--- config.mk ---
export PLATFORM = sky130hd
export DESIGN_NAME = wb_port_arbiter
export DESIGN_NICKNAME = d
export VERILOG_FILES = /design/src/rtl/lc3b_types_pkg.sv /design/src/rtl/wb_port_arbiter_fifo.sv /design/src/rtl/wb_port_arbiter.sv
export SDC_FILE = /design/constraint.sdc
export NUM_CORES = 1
export LEC_CHECK = 0
export BUFFER_PORTS_ARGS = -buffer_cell sky130_fd_sc_hd__buf_2
export CAP_MARGIN = 40
export CORE_MARGIN = 5
export CORE_UTILIZATION = 60
export CTS_CLUSTER_DIAMETER = 80
export CTS_CLUSTER_SIZE = 25
export DETAILED_ROUTE_END_ITERATION = 6
export PLACE_DENSITY = 0.92
export SLEW_MARGIN = 20
export SYNTH_ARGS = -nofsm -noshare
export SYNTH_HDL_FRONTEND = slang
export SYNTH_HIERARCHICAL = 1
export SYNTH_SLANG_ARGS = --single-unit
export TNS_END_PERCENT = 20
--- constraint.sdc ---
create_clock -name clk -period 3.5 [get_ports clk]
set_clock_uncertainty 0.05 [all_clocks]
set_input_delay 0.175 -clock clk [delete_from_list [all_inputs] [get_ports clk]]
set_output_delay 0.175 -clock clk [all_outputs]
set_load 0.1 [all_outputs]
--- src/rtl/lc3b_types_pkg.sv ---
// rtl/lc3b_types_pkg.sv - LC-3b shared types plus write-back request and arbitration encodings
package lc3b_types;

  typedef logic [15:0] lc3b_word;
  typedef logic [2:0]  lc3b_reg;
  typedef logic [2:0]  lc3b_nzp;

  localparam lc3b_nzp NZP_N = 3'b100;
  localparam lc3b_nzp NZP_Z = 3'b010;
  localparam lc3b_nzp NZP_P = 3'b001;

  typedef struct packed {
    logic     load_reg;
    logic     ld_cc;
    lc3b_reg  dest;
    lc3b_word data;
  } wb_req_t;

  typedef enum logic [1:0] {
    GNT_NONE,
    GNT_PIPE,
    GNT_FIFO,
    GNT_MDU
  } wb_grant_e;

  function automatic lc3b_nzp gen_cc(input lc3b_word d);
    if (d[15])          return NZP_N;
    else if (d == 16'h0) return NZP_Z;
    else                return NZP_P;
  endfunction

endpackage

--- src/rtl/wb_port_arbiter_fifo.sv ---
// rtl/wb_port_arbiter_fifo.sv - synchronous FIFO of write-back requests for queued MDU results
// probe_hit flags a queued regfile write to probe_dest, used for the WAW check in the parent.
module wb_result_fifo
  import lc3b_types::*;
#(
  parameter int DEPTH = 4
) (
  input  logic                   clk,
  input  logic                   reset_n,
  input  logic                   push,
  input  wb_req_t                push_data,
  input  logic                   pop,
  output wb_req_t                head,
  output logic [$clog2(DEPTH):0] count,
  output logic                   full,
  output logic                   empty,
  input  lc3b_reg                probe_dest,
  output logic                   probe_hit
);

  localparam int AW = $clog2(DEPTH);

  wb_req_t        mem_q [DEPTH];
  wb_req_t        mem_d [DEPTH];
  logic [AW-1:0]  wr_ptr_q, wr_ptr_d;
  logic [AW-1:0]  rd_ptr_q, rd_ptr_d;
  logic [AW:0]    count_q, count_d;
  logic [AW-1:0]  off_v;
  logic           push_ok, pop_ok;

  assign full    = (count_q == (AW+1)'(DEPTH));
  assign empty   = (count_q == '0);
  assign count   = count_q;
  assign head    = mem_q[rd_ptr_q];
  assign push_ok = push & ~full;
  assign pop_ok  = pop & ~empty;

  always_comb begin
    mem_d    = mem_q;
    wr_ptr_d = wr_ptr_q;
    rd_ptr_d = rd_ptr_q;
    count_d  = count_q;
    if (push_ok) begin
      mem_d[wr_ptr_q] = push_data;
      wr_ptr_d        = wr_ptr_q + AW'(1);
    end
    if (pop_ok) begin
      rd_ptr_d = rd_ptr_q + AW'(1);
    end
    case ({push_ok, pop_ok})
      2'b10:   count_d = count_q + (AW+1)'(1);
      2'b01:   count_d = count_q - (AW+1)'(1);
      default: count_d = count_q;
    endcase
  end

  // Entry i is live when its distance from the read pointer is below the count.
  always_comb begin
    probe_hit = 1'b0;
    off_v     = '0;
    for (int i = 0; i < DEPTH; i++) begin
      off_v = AW'(i) - rd_ptr_q;
      if (({1'b0, off_v} < count_q) && mem_q[i].load_reg && (mem_q[i].dest == probe_dest))
        probe_hit = 1'b1;
    end
  end

  always_ff @(posedge clk or negedge reset_n) begin
    if (!reset_n) begin
      wr_ptr_q <= '0;
      rd_ptr_q <= '0;
      count_q  <= '0;
    end else begin
      wr_ptr_q <= wr_ptr_d;
      rd_ptr_q <= rd_ptr_d;
      count_q  <= count_d;
    end
  end

  always_ff @(posedge clk) begin
    mem_q <= mem_d;
  end

endmodule

--- src/rtl/wb_port_arbiter.sv ---
// rtl/wb_port_arbiter.sv - shares the regfile write port and CC load between write-back and the MDU
// Define WB_MDU_BYPASS_EN to let an MDU result skip the empty FIFO when the port is idle.
module wb_port_arbiter
  import lc3b_types::*;
#(
  parameter int FIFO_DEPTH   = 4,
  parameter int STARVE_LIMIT = 3
) (
  input  logic                        clk,
  input  logic                        reset_n,
  input  logic                        wb_valid,
  input  logic                        wb_load_reg,
  input  logic                        wb_ld_cc,
  input  logic [2:0]                  wb_dest,
  input  logic [15:0]                 wb_data,
  output logic                        stall_wb,
  input  logic                        mdu_valid,
  output logic                        mdu_ready,
  input  logic [2:0]                  mdu_dest,
  input  logic [15:0]                 mdu_data,
  input  logic                        mdu_ld_cc,
  output logic                        ld_regfile,
  output logic [2:0]                  dest_reg,
  output logic [15:0]                 reg_data,
  output logic                        ld_cc,
  output logic [2:0]                  gencc_out,
  output logic [$clog2(FIFO_DEPTH):0] fifo_count
);

  localparam int WW = $clog2(STARVE_LIMIT + 1);

  logic       pipe_req, fifo_req, fifo_full, fifo_empty, fifo_hit;
  logic       forced, bypass, push, pop;
  wb_req_t    pipe_entry, mdu_entry, fifo_head, win;
  wb_grant_e  grant;

  logic [WW-1:0] wait_cnt_q, wait_cnt_d;
  logic          ld_regfile_q, ld_regfile_d;
  logic          ld_cc_q, ld_cc_d;
  lc3b_reg       dest_q, dest_d;
  lc3b_word      data_q, data_d;
  lc3b_nzp       gencc_q, gencc_d;

  assign pipe_req   = wb_valid & (wb_load_reg | wb_ld_cc);
  assign fifo_req   = ~fifo_empty;
  assign forced     = fifo_req & (wait_cnt_q == WW'(STARVE_LIMIT));
  assign pipe_entry = '{load_reg: wb_load_reg, ld_cc: wb_ld_cc, dest: wb_dest, data: wb_data};
  assign mdu_entry  = '{load_reg: 1'b1, ld_cc: mdu_ld_cc, dest: mdu_dest, data: mdu_data};

`ifdef WB_MDU_BYPASS_EN
  assign bypass = fifo_empty & ~pipe_req & mdu_valid;
`else
  assign bypass = 1'b0;
`endif

  // Readiness looks only at the current count, so a full FIFO refuses even on a same-cycle pop.
  assign mdu_ready = ~fifo_full;
  assign push      = mdu_valid & mdu_ready & ~bypass;
  assign pop       = (grant == GNT_FIFO);
  assign stall_wb  = forced & pipe_req;

  always_comb begin
    grant = GNT_NONE;
    if (forced)        grant = GNT_FIFO;
    else if (pipe_req) grant = GNT_PIPE;
    else if (fifo_req) grant = GNT_FIFO;
    else if (bypass)   grant = GNT_MDU;
  end

  always_comb begin
    win = '0;
    case (grant)
      GNT_PIPE: win = pipe_entry;
      GNT_FIFO: win = fifo_head;
      GNT_MDU:  win = mdu_entry;
      default:  win = '0;
    endcase
  end

  always_comb begin
    wait_cnt_d = wait_cnt_q;
    if (pop || fifo_empty)
      wait_cnt_d = '0;
    else if (wait_cnt_q != WW'(STARVE_LIMIT))
      wait_cnt_d = wait_cnt_q + WW'(1);
  end

  always_comb begin
    ld_regfile_d = win.load_reg;
    ld_cc_d      = win.ld_cc;
    dest_d       = dest_q;
    data_d       = data_q;
    gencc_d      = gencc_q;
    if (grant != GNT_NONE) begin
      dest_d = win.dest;
      data_d = win.data;
      if (win.ld_cc) gencc_d = gen_cc(win.data);
    end
  end

  always_ff @(posedge clk or negedge reset_n) begin
    if (!reset_n) begin
      wait_cnt_q   <= '0;
      ld_regfile_q <= 1'b0;
      ld_cc_q      <= 1'b0;
      dest_q       <= '0;
      data_q       <= '0;
      gencc_q      <= '0;
    end else begin
      wait_cnt_q   <= wait_cnt_d;
      ld_regfile_q <= ld_regfile_d;
      ld_cc_q      <= ld_cc_d;
      dest_q       <= dest_d;
      data_q       <= data_d;
      gencc_q      <= gencc_d;
    end
  end

  assign ld_regfile = ld_regfile_q;
  assign ld_cc      = ld_cc_q;
  assign dest_reg   = dest_q;
  assign reg_data   = data_q;
  assign gencc_out  = gencc_q;

  wb_result_fifo #(.DEPTH(FIFO_DEPTH)) u_fifo (
    .clk        (clk),
    .reset_n    (reset_n),
    .push       (push),
    .push_data  (mdu_entry),
    .pop        (pop),
    .head       (fifo_head),
    .count      (fifo_count),
    .full       (fifo_full),
    .empty      (fifo_empty),
    .probe_dest (wb_dest),
    .probe_hit  (fifo_hit)
  );

  // Issue logic must never let a pipeline write race a queued MDU write to the same register.
  a_no_waw: assert property (@(posedge clk) disable iff (!reset_n)
    !(pipe_req && wb_load_reg && fifo_hit));

endmodule
==> flow_summary.json <==
{
  "design.die.area_um2": 9925,
  "synth.cell_area_um2": 4820,
  "finalHoldViolCount": 0,
  "rr_worst_depth": 11,
  "max_freq_ghz": 0.3851,
  "start_util_pct": 62.05,
  "p_sw_mw": 2.848,
  "place_ws_ns": 1.030,
  "grt-ovfl-total": 0,
  "cp-end-kind": "register",
  "cp-start-kind": "register",
  "grt_pass1_vias": 3188,
  "drive_gt1_share_pct": 33.25,
  "path_delay_family": "simple AND/OR/NAND/NOR gates",
  "root_buffer": "clkbuf_8",
  "pwr-share-seq_pct": 32.0,
  "regToRegStartpoint": "u_fifo/count[0]",
  "clock-sinks": 117,
  "critPathMaxStageDelay_ns": 0.44,
  "cts_setup_buffers": 0,
  "ir_worst_vdd_mv": 0.4724,
  "postRouteAntennaNets": 0,
  "critPathMostFrequentCell": "xor2_1",
  "core_area_um2": 7767,
  "hp-class": "in2reg",
  "avgSynthCellArea_um2": 18.47,
  "cp.arrival_ns": 3.00,
  "antenna_found_initial": 0,
  "powerDensity_nw_per_um2": 1043,
  "hpwlAfterDp_mm": 6.642,
  "hold_end": "u_fifo/wr_ptr_q[0]",
  "cts_resized": 0,
  "dp.cells": 430,
  "relSlewSlack_pct": 47.02,
  "leakage_nw": 2.436,
  "place_congestion": 0.8023,
  "clock_path_buffers": 2,
  "layout.cells.non_filler": 508,
  "p_int_mw": 3.694,
  "area_growth_pct": 30.11,
  "crit_buf_inv": 2,
  "crit_type": "reg2reg",
  "required_ns": 3.90,
  "worstMarginPinSlew_ns": 0.7947,
  "nets": 445,
  "hp-start": "mdu_valid",
  "cts_hold_buf": 43,
  "synthCells": 261,
  "timing.final.crit_period_ns": 2.597,
  "combPwrFrac_pct": 43.6,
  "largest_register": "u_fifo/mem_q",
  "io_pins": 74,
  "vias": 3087,
  "numPortBuffers": 73,
  "final_util_pct": 80.73,
  "drt-initial-drc-count": 285,
  "htreeDepth": 4,
  "cts_buffers": 17,
  "final.setup.worst_slack_ns": 0.9034,
  "wl_per_cell_um": 22.88,
  "setup_viol": 0,
  "rsz0062_at_grt": "no",
  "grt_max_degree": 45,
  "drt_first_pass_iters": 5,
  "p_clk_share_pct": 24.5,
  "largest_reg_flops": 84,
  "switching_share_pct": 43.54,
  "cap_violations": 0,
  "setup_tns_ns": 0,
  "drcViolationCount": 0,
  "rows": 32,
  "crit_fanout": 27,
  "yosysWarnings": 6,
  "timing.final.crit_share_pct": 74.19,
  "totalWireLength_mm": 11.62,
  "grt_first_pass_wirelength_mm": 17.90,
  "die_w_um": 99.63,
  "viasPerCell": 6.077,
  "clk_pin_slew_worst_paths_ns": 0.06,
  "slowest_stage": "dfrtp_1",
  "insertedDiodeCount": 0,
  "clk_latency_ns": 0.52,
  "drv_slew": 0,
  "r2r_end": "u_fifo/count[2]",
  "die_h_um": 99.63,
  "rrSetupSlack_ns": 0.90,
  "crit_chain": "nor3_2, buf_4, nand2b_4, a21oi_1, nor2b_2, ha_1, inv_1, fa_1, xor2_1, nor2_1, xor2_1",
  "grt_usage_pct": 24.99,
  "run_status": "finished clean",
  "cts_tree": "yes",
  "hold_depth": 4
}
[cell type report]
cell class / count / area [um^2]
timing repair buffer: 126 / 893.4
fill: 383 / 1496
tap: 102 / 127.6
inverter: 9 / 33.78
sequential: 117 / 3348
clock buffer: 18 / 417.9
clock inverter: 14 / 138.9
multi-input combinational: 122 / 1311
[tightest hold or removal path, cell delays in order]
cell,delay (ns)
buf_2,0.09
nor2b_1,0.12
nor2b_4,0.15
xnor2_1,0.12
[routing by layer]
| metal | global-route usage, % | vias up | part of all wire, % |
|---|---|---|---|
| met1 | 31.62 | 1543 | 39 |
| met5 | 0 | - | 0 |
| li1 | - | 1326 | - |
| met2 | 40.39 | 189 | 51 |
| met4 | 11.24 | 0 | 2.3 |
| met3 | 7.153 | 29 | 7.9 |
[power by group through the flow]
stage	clock network [mW]	logic, mW	registers, mW
after global routing	1.70	2.96	2.12
after global placement	0	2.63	2.10
after CTS	1.61	2.77	2.12
after detailed placement	0	2.68	2.13
final	1.60	2.85	2.09
after floorplan	0	1.12	3.18
[worst max path at each step]
| stage | from | endpoint | slack (ns) | cells after the start |
|---|---|---|---|---|
| after detailed placement | u_fifo/count[0] | u_fifo/count[2] | 1.03 | 11 |
| after CTS | u_fifo/count[0] | u_fifo/count[2] | 0.94 | 11 |
| after global placement | u_fifo/count[0] | u_fifo/count[2] | 1.13 | 11 |
| after floorplan | u_fifo/count[0] | stall_wb | 0.50 | 4 |
| final | u_fifo/count[0] | u_fifo/count[2] | 0.90 | 11 |
| after global routing | u_fifo/count[0] | u_fifo/count[2] | 0.74 | 11 |
[cell usage in the layout, fill, tap and decap left out, types with 5 or more instances in the layout]
cell / count
ha_1: 6
inv_1: 8
clkinvlp_4: 5
mux4_2: 15
dfrtp_1: 33
mux4_1: 6
dlygate4sd3_1: 44
nor4_1: 9
buf_4: 7
and2_1: 5
edfxtp_1: 84
buf_2: 73
nor3b_1: 19
a221o_1: 19
clkbuf_16: 16
[metrics by stage]
stage                     cell area, um^2  hold slack, ns  power (mW)
after floorplan                      4831         -0.1706       4.300
after global placement               5239          0.2189       4.729
after global routing                 6271          0.1284       6.776
final                                6271          0.1294       6.542
after detailed placement             5239          0.2239       4.817
after CTS                            6226          0.1052       6.495
(Power assumes the default switching activity.)
